==> src/rtl/sseg_scan_ctrl.sv <==
// Four-digit multiplexed seven-segment scan controller with anti-ghosting blank
// interval, frame-coherent input snapshot, leading-zero suppression and per-digit enables.
module sseg_scan_ctrl #(
    parameter int SLOT_TICKS  = 4,
    parameter int BLANK_TICKS = 1
) (
    input  logic        clock,
    input  logic        greset,
    input  logic        tick,
    input  logic [15:0] value,
    input  logic [3:0]  dp_in,
    input  logic [3:0]  digit_en,
    input  logic        lz_suppress,
    output logic [3:0]  an,
    output logic [6:0]  seg,
    output logic        dp,
    output logic [1:0]  digit_idx,
    output logic        frame_done
);

    localparam int CNT_W = $clog2(SLOT_TICKS);
    localparam logic [CNT_W-1:0] CNT_LAST = CNT_W'(SLOT_TICKS - 1);

    logic [CNT_W-1:0] cnt_reg;
    logic [1:0]       digit_reg;
    logic [15:0]      snap_value_reg;
    logic [3:0]       snap_dp_reg;
    logic [3:0]       snap_en_reg;
    logic             snap_lz_reg;
    logic             frame_end_reg;

    logic [3:0]       an_reg;
    logic [6:0]       seg_reg;
    logic             dp_reg;
    logic [1:0]       digit_idx_reg;
    logic             frame_done_reg;

    logic             slot_last;
    logic             frame_end;
    logic             blank_phase;
    logic [3:0]       nib_zero;
    logic [3:0]       suppress;
    logic [3:0]       digit_lit;
    logic [6:0]       digit_seg [4];
    logic             lit_next;
    logic [3:0]       an_next;
    logic [6:0]       seg_next;
    logic             dp_next;

    function automatic logic [6:0] hex_decode(input logic [3:0] nib);
        logic [6:0] s;
        s = 7'b1111111;
        case (nib)
            4'h0: s = 7'b1000000;
            4'h1: s = 7'b1111001;
            4'h2: s = 7'b0100100;
            4'h3: s = 7'b0110000;
            4'h4: s = 7'b0011001;
            4'h5: s = 7'b0010010;
            4'h6: s = 7'b0000010;
            4'h7: s = 7'b1111000;
            4'h8: s = 7'b0000000;
            4'h9: s = 7'b0010000;
            4'hA: s = 7'b0001000;
            4'hB: s = 7'b0000011;
            4'hC: s = 7'b1000110;
            4'hD: s = 7'b0100001;
            4'hE: s = 7'b0000110;
            4'hF: s = 7'b0001110;
            default: s = 7'b1111111;
        endcase
        return s;
    endfunction

    assign slot_last = (cnt_reg == CNT_LAST);
    assign frame_end = tick && slot_last && (digit_reg == 2'd3);

    // Scan position and snapshot; inputs are only captured at the frame boundary
    always_ff @(posedge clock or posedge greset) begin
        if (greset) begin
            cnt_reg        <= '0;
            digit_reg      <= 2'd0;
            snap_value_reg <= 16'h0000;
            snap_dp_reg    <= 4'h0;
            snap_en_reg    <= 4'h0;
            snap_lz_reg    <= 1'b0;
            frame_end_reg  <= 1'b0;
        end else begin
            frame_end_reg <= frame_end;
            if (tick) begin
                if (slot_last) begin
                    cnt_reg   <= '0;
                    digit_reg <= digit_reg + 2'd1;
                end else begin
                    cnt_reg <= cnt_reg + CNT_W'(1);
                end
            end
            if (frame_end) begin
                snap_value_reg <= value;
                snap_dp_reg    <= dp_in;
                snap_en_reg    <= digit_en;
                snap_lz_reg    <= lz_suppress;
            end
        end
    end

    generate
        if (BLANK_TICKS == 0) begin : g_no_blank
            assign blank_phase = 1'b0;
        end else begin : g_blank
            assign blank_phase = (cnt_reg < CNT_W'(BLANK_TICKS));
        end
    endgenerate

    genvar gi;
    generate
        for (gi = 0; gi < 4; gi++) begin : g_digit
            assign nib_zero[gi]  = (snap_value_reg[4*gi +: 4] == 4'h0);
            assign digit_seg[gi] = hex_decode(snap_value_reg[4*gi +: 4]);
            assign digit_lit[gi] = snap_en_reg[gi] && !suppress[gi];
        end
        // A digit is a leading zero only if it and every digit above it are zero
        assign suppress[0] = 1'b0;
        for (gi = 1; gi < 4; gi++) begin : g_supp
            assign suppress[gi] = snap_lz_reg && (&nib_zero[3:gi]);
        end
    endgenerate

    always_comb begin
        lit_next = !blank_phase && digit_lit[digit_reg];
        an_next  = 4'b1111;
        seg_next = 7'b1111111;
        dp_next  = 1'b1;
        if (lit_next) begin
            an_next  = ~(4'b0001 << digit_reg);
            seg_next = digit_seg[digit_reg];
            dp_next  = ~snap_dp_reg[digit_reg];
        end
    end

    // Output stage: one register after the scan state
    always_ff @(posedge clock or posedge greset) begin
        if (greset) begin
            an_reg         <= 4'b1111;
            seg_reg        <= 7'b1111111;
            dp_reg         <= 1'b1;
            digit_idx_reg  <= 2'd0;
            frame_done_reg <= 1'b0;
        end else begin
            an_reg         <= an_next;
            seg_reg        <= seg_next;
            dp_reg         <= dp_next;
            digit_idx_reg  <= digit_reg;
            frame_done_reg <= frame_end_reg;
        end
    end

    assign an         = an_reg;
    assign seg        = seg_reg;
    assign dp         = dp_reg;
    assign digit_idx  = digit_idx_reg;
    assign frame_done = frame_done_reg;

endmodule
==> config.mk <==
export PLATFORM = sky130hd
export DESIGN_NAME = sseg_scan_ctrl
export DESIGN_NICKNAME = d
export VERILOG_FILES = /design/src/rtl/sseg_scan_ctrl.sv
export SDC_FILE = /design/constraint.sdc
export NUM_CORES = 1
export LEC_CHECK = 0
export BUFFER_PORTS_ARGS = -buffer_cell sky130_fd_sc_hd__buf_2
export CAP_MARGIN = 5
export CORE_ASPECT_RATIO = 1.1
export CORE_UTILIZATION = 59
export CTS_BUF_LIST = sky130_fd_sc_hd__clkbuf_8
export DETAILED_ROUTE_END_ITERATION = 8
export PLACE_DENSITY = 0.79
export SYNTH_ARGS = -nofsm -noshare
export SYNTH_HDL_FRONTEND = slang
export SYNTH_SLANG_ARGS = --single-unit
==> constraint.sdc <==
create_clock -name clock -period 2.6 [get_ports clock]
set_input_delay 0.39 -clock clock [delete_from_list [all_inputs] [get_ports clock]]
set_output_delay 0.39 -clock clock [all_outputs]
set_load 0.005 [all_outputs]
==> run metrics <==
dominant cell type by area after synthesis=sky130_fd_sc_hd__dfrtp_1; first-pass GRT wire length=9490 um; CP top delay family=simple AND/OR/NAND/NOR gates; largest voltage drop on the vdd net=596 uV; number of placement rows=26; internal power contribution=2.16 mW; remaining routing DRC violations=0; maximum buffer depth of the clock tree=2; number of standard cells in the final layout excluding fillers=355; largest fanout of any net on the critical path=12; Post-Synthesis Cell Area=2920 um^2; core box area=4720 um^2; number of global-route vias before repair=1975; Max stage delay on crit path=0.49 ns; Vias/cell=5.92; reported net switching power=roughly 1.5 mW; net switching share of the total power=between 40% and 50%; Distinct cells, synth=52; startpoint types=register; commonest register cell after synthesis=sky130_fd_sc_hd__dfrtp_1; Buffers & Inverters on Critical Path=2; power density of the placed cells=1110 nW/um^2; synthesized netlist net count=313; root cell of the clock tree=sky130_fd_sc_hd__clkbuf_8; worst relative slew slack=32.4%; portion of synthesized cell area occupied by the leading cell type=28.3%; most used cells in the layout excluding fill and tap cells=sky130_fd_sc_hd__buf_2 (42), sky130_fd_sc_hd__mux2_2 (34), sky130_fd_sc_hd__dfrtp_1 (33); number of diodes added for antenna fixing=0; I/O pins=43; number of routed nets with antenna violations=0; final worst path period need=2.04 ns; Die Wd=69.1 um; worst path cell trace=inv_1 -> ha_1 -> or3b_2 -> o311ai_4 -> a221oi_2 -> buf_4 -> o311ai_0; number of filler instances in the final layout=359; hold_ws=0.193 ns; max FFs per register=16; clock latency of the later-clocked register in the worst-skew pair=0.30 ns; Mapped Avg Cell Area=about 11 um^2; number of gates resized after CTS=0; required arrival time at the worst endpoint=2.79 ns; Cell Count Post-Placement=347; PortBufs=42; Clock Skews=0.00417 ns; count of warnings emitted by yosys=0; Max Clock Freq=roughly 500 MHz; maximum number of pins on one net before global-route repair=29; area enclosed by the die boundary=5240 um^2; CP max stage cell=sky130_fd_sc_hd__or3b_2; outcome=finished, final reports clean; setup repair after global routing missed its margin=no; final hold vios=0; CTS tree=done; period utilisation layout=78.3%; total negative slack=0 ns; Post-DP HPWL=4230 um; hold crit path type=in2async; length of the first detailed-routing pass in iterations=4; MaxCap Viol Count=0; initial cell density of the core=61.9%; count of hold-fix buffers inserted at cts=0; Detailed Route WL=5790 um; CTS H-Tree Depth=2; total via count after detailed routing=approximately 2100; GRT Util Overall=23.6%; final number of setup-violating endpoints=0; synthesized netlist cell count=roughly 260; Clock Power Share=14.6%; sequential fraction of design power=a little over a third; routed wire length per instance=16.3 um; flip-flop and latch count after synthesis=45; count of clock tree sinks=45; leading post-synthesis cells by cell area=sky130_fd_sc_hd__dfrtp_1 (28%), sky130_fd_sc_hd__mux2_2 (13%), sky130_fd_sc_hd__ha_1 (12%), sky130_fd_sc_hd__dfstp_2 (11%), sky130_fd_sc_hd__mux2i_1 (3.8%); count of pins over their slew limit=0; initial antenna violation count=0; setup fix buffers added after clock tree synthesis=0; DIE HEIGHT=75.8 um; cts bufs inserted=5; NumNets Final=353; share of synthesized flip-flops with an asynchronous set or reset=100%; clock-pin slew on the worst setup and hold paths=0.09 ns; total leakage power=1.51 nW; total grt overflow=0; proportion of synthesized chip area in sequential cells=39.1%; number of synthesized flops with an enable pin=0; area added between synthesis and finish=12.3%; Crit Path Class=reg2reg; Data arrival, critical path=2.22 ns; worst slew pin tran=1.01 ns; global placement routability congestion=0.906; combinational power share=between 40% and 50%; fraction of final layout cells sized beyond drive strength 1=40.1%; first-iteration detailed-routing DRC count=approximately 200; category of the worst setup path capture point=register; most common cell after layout, fill and taps aside=sky130_fd_sc_hd__buf_2
==> cells in the mapped netlist, types with 6 or more instances <==
master / instances
sky130_fd_sc_hd__mux2_2: 34
sky130_fd_sc_hd__dfrtp_1: 33
sky130_fd_sc_hd__ha_1: 27
sky130_fd_sc_hd__inv_1: 17
sky130_fd_sc_hd__nor2_1: 15
sky130_fd_sc_hd__dfstp_2: 12
sky130_fd_sc_hd__mux2i_1: 11
sky130_fd_sc_hd__nand2_1: 11
sky130_fd_sc_hd__buf_2: 8
sky130_fd_sc_hd__a21oi_1: 6
sky130_fd_sc_hd__a221oi_1: 6
sky130_fd_sc_hd__nor2b_1: 6
sky130_fd_sc_hd__o21ai_0: 6
==> cells by family (layout without fill, tap and decap cells) <==
group	after synthesis	count (layout)	share of synthesized area, %
AOI/OAI and AO/OA	50	50	14.5
DFF	45	45	39.1
adders and majority gates	27	27	11.6
xor gates and xnor gates	1	1	0.300
and+or+nand+nor	52	52	9.38
buffers and inverters	34	75	5.22
muxes	49	49	20.0
==> power groups by stage <==
| stage | clock network [mW] | registers, mW | logic, mW |
|---|---|---|---|
| 4_1_cts | 0.540 | 1.32 | 1.80 |
| 3_3_place_gp | 0 | 1.32 | 1.74 |
| 6_report | 0.532 | 1.32 | 1.80 |
| 2_1_floorplan | 0 | 1.17 | 1.50 |
| 5_1_grt | 0.568 | 1.38 | 1.97 |
| 3_5_place_dp | 0 | 1.34 | 1.79 |
==> routing by layer <==
metal	GRT usage, %	share of wire (%)
met4	8.84	1.6
met5	0	0
met1	29.7	44
met2	41.0	50
met3	4.63	4.5
==> worst paths after layout <==
check / from / to / slack (ns) / cells past startpoint
min in group clock: value[3] / snap_value_reg[3] / 0.31 / 2
max in group asynchronous: greset / snap_value_reg[12] / 1.69 / 3
setup reg to reg: snap_value_reg[4] / seg[6] / 0.56 / 7
setup / recovery: snap_value_reg[4] / seg[6] / 0.56 / 7
hold / removal: greset / snap_value_reg[0] / 0.19 / 2
hold reg to reg: frame_end_reg / frame_done / 0.36 / 0
==> layout make-up <==
cell class	instances	area [um^2]	area share, %
clock buffer	5	68.8	2.10
multi-input combinational	179	1630	49.6
clock inverter	3	42.5	1.30
tap	56	70.1	2.14
sequential	45	1140	34.8
timing repair buffer	49	263	8.01
inverter	18	67.6	2.06
==> worst register-to-register path, stage by stage (launching register included) <==
cell	delay [ns]
sky130_fd_sc_hd__dfrtp_1	0.45
sky130_fd_sc_hd__inv_1	0.13
sky130_fd_sc_hd__ha_1	0.22
sky130_fd_sc_hd__or3b_2	0.49
sky130_fd_sc_hd__o311ai_4	0.24
sky130_fd_sc_hd__a221oi_2	0.08
sky130_fd_sc_hd__buf_4	0.21
sky130_fd_sc_hd__o311ai_0	0.11
==> through the flow <==
stage | instance area [um^2] | power, mW | util (%) | worst slack, ns
floorplan | 2920 | 2.67 | - | 0.796
global placement | 3170 | 3.06 | 67.2 | 0.661
detailed placement | 3170 | 3.12 | 67.2 | 0.578
CTS | 3280 | 3.66 | 69.5 | 0.570
global route | 3280 | 3.92 | 69.5 | 0.470
finish | 3280 | 3.65 | 69.5 | 0.564
Power figures use the tool's default switching activity.
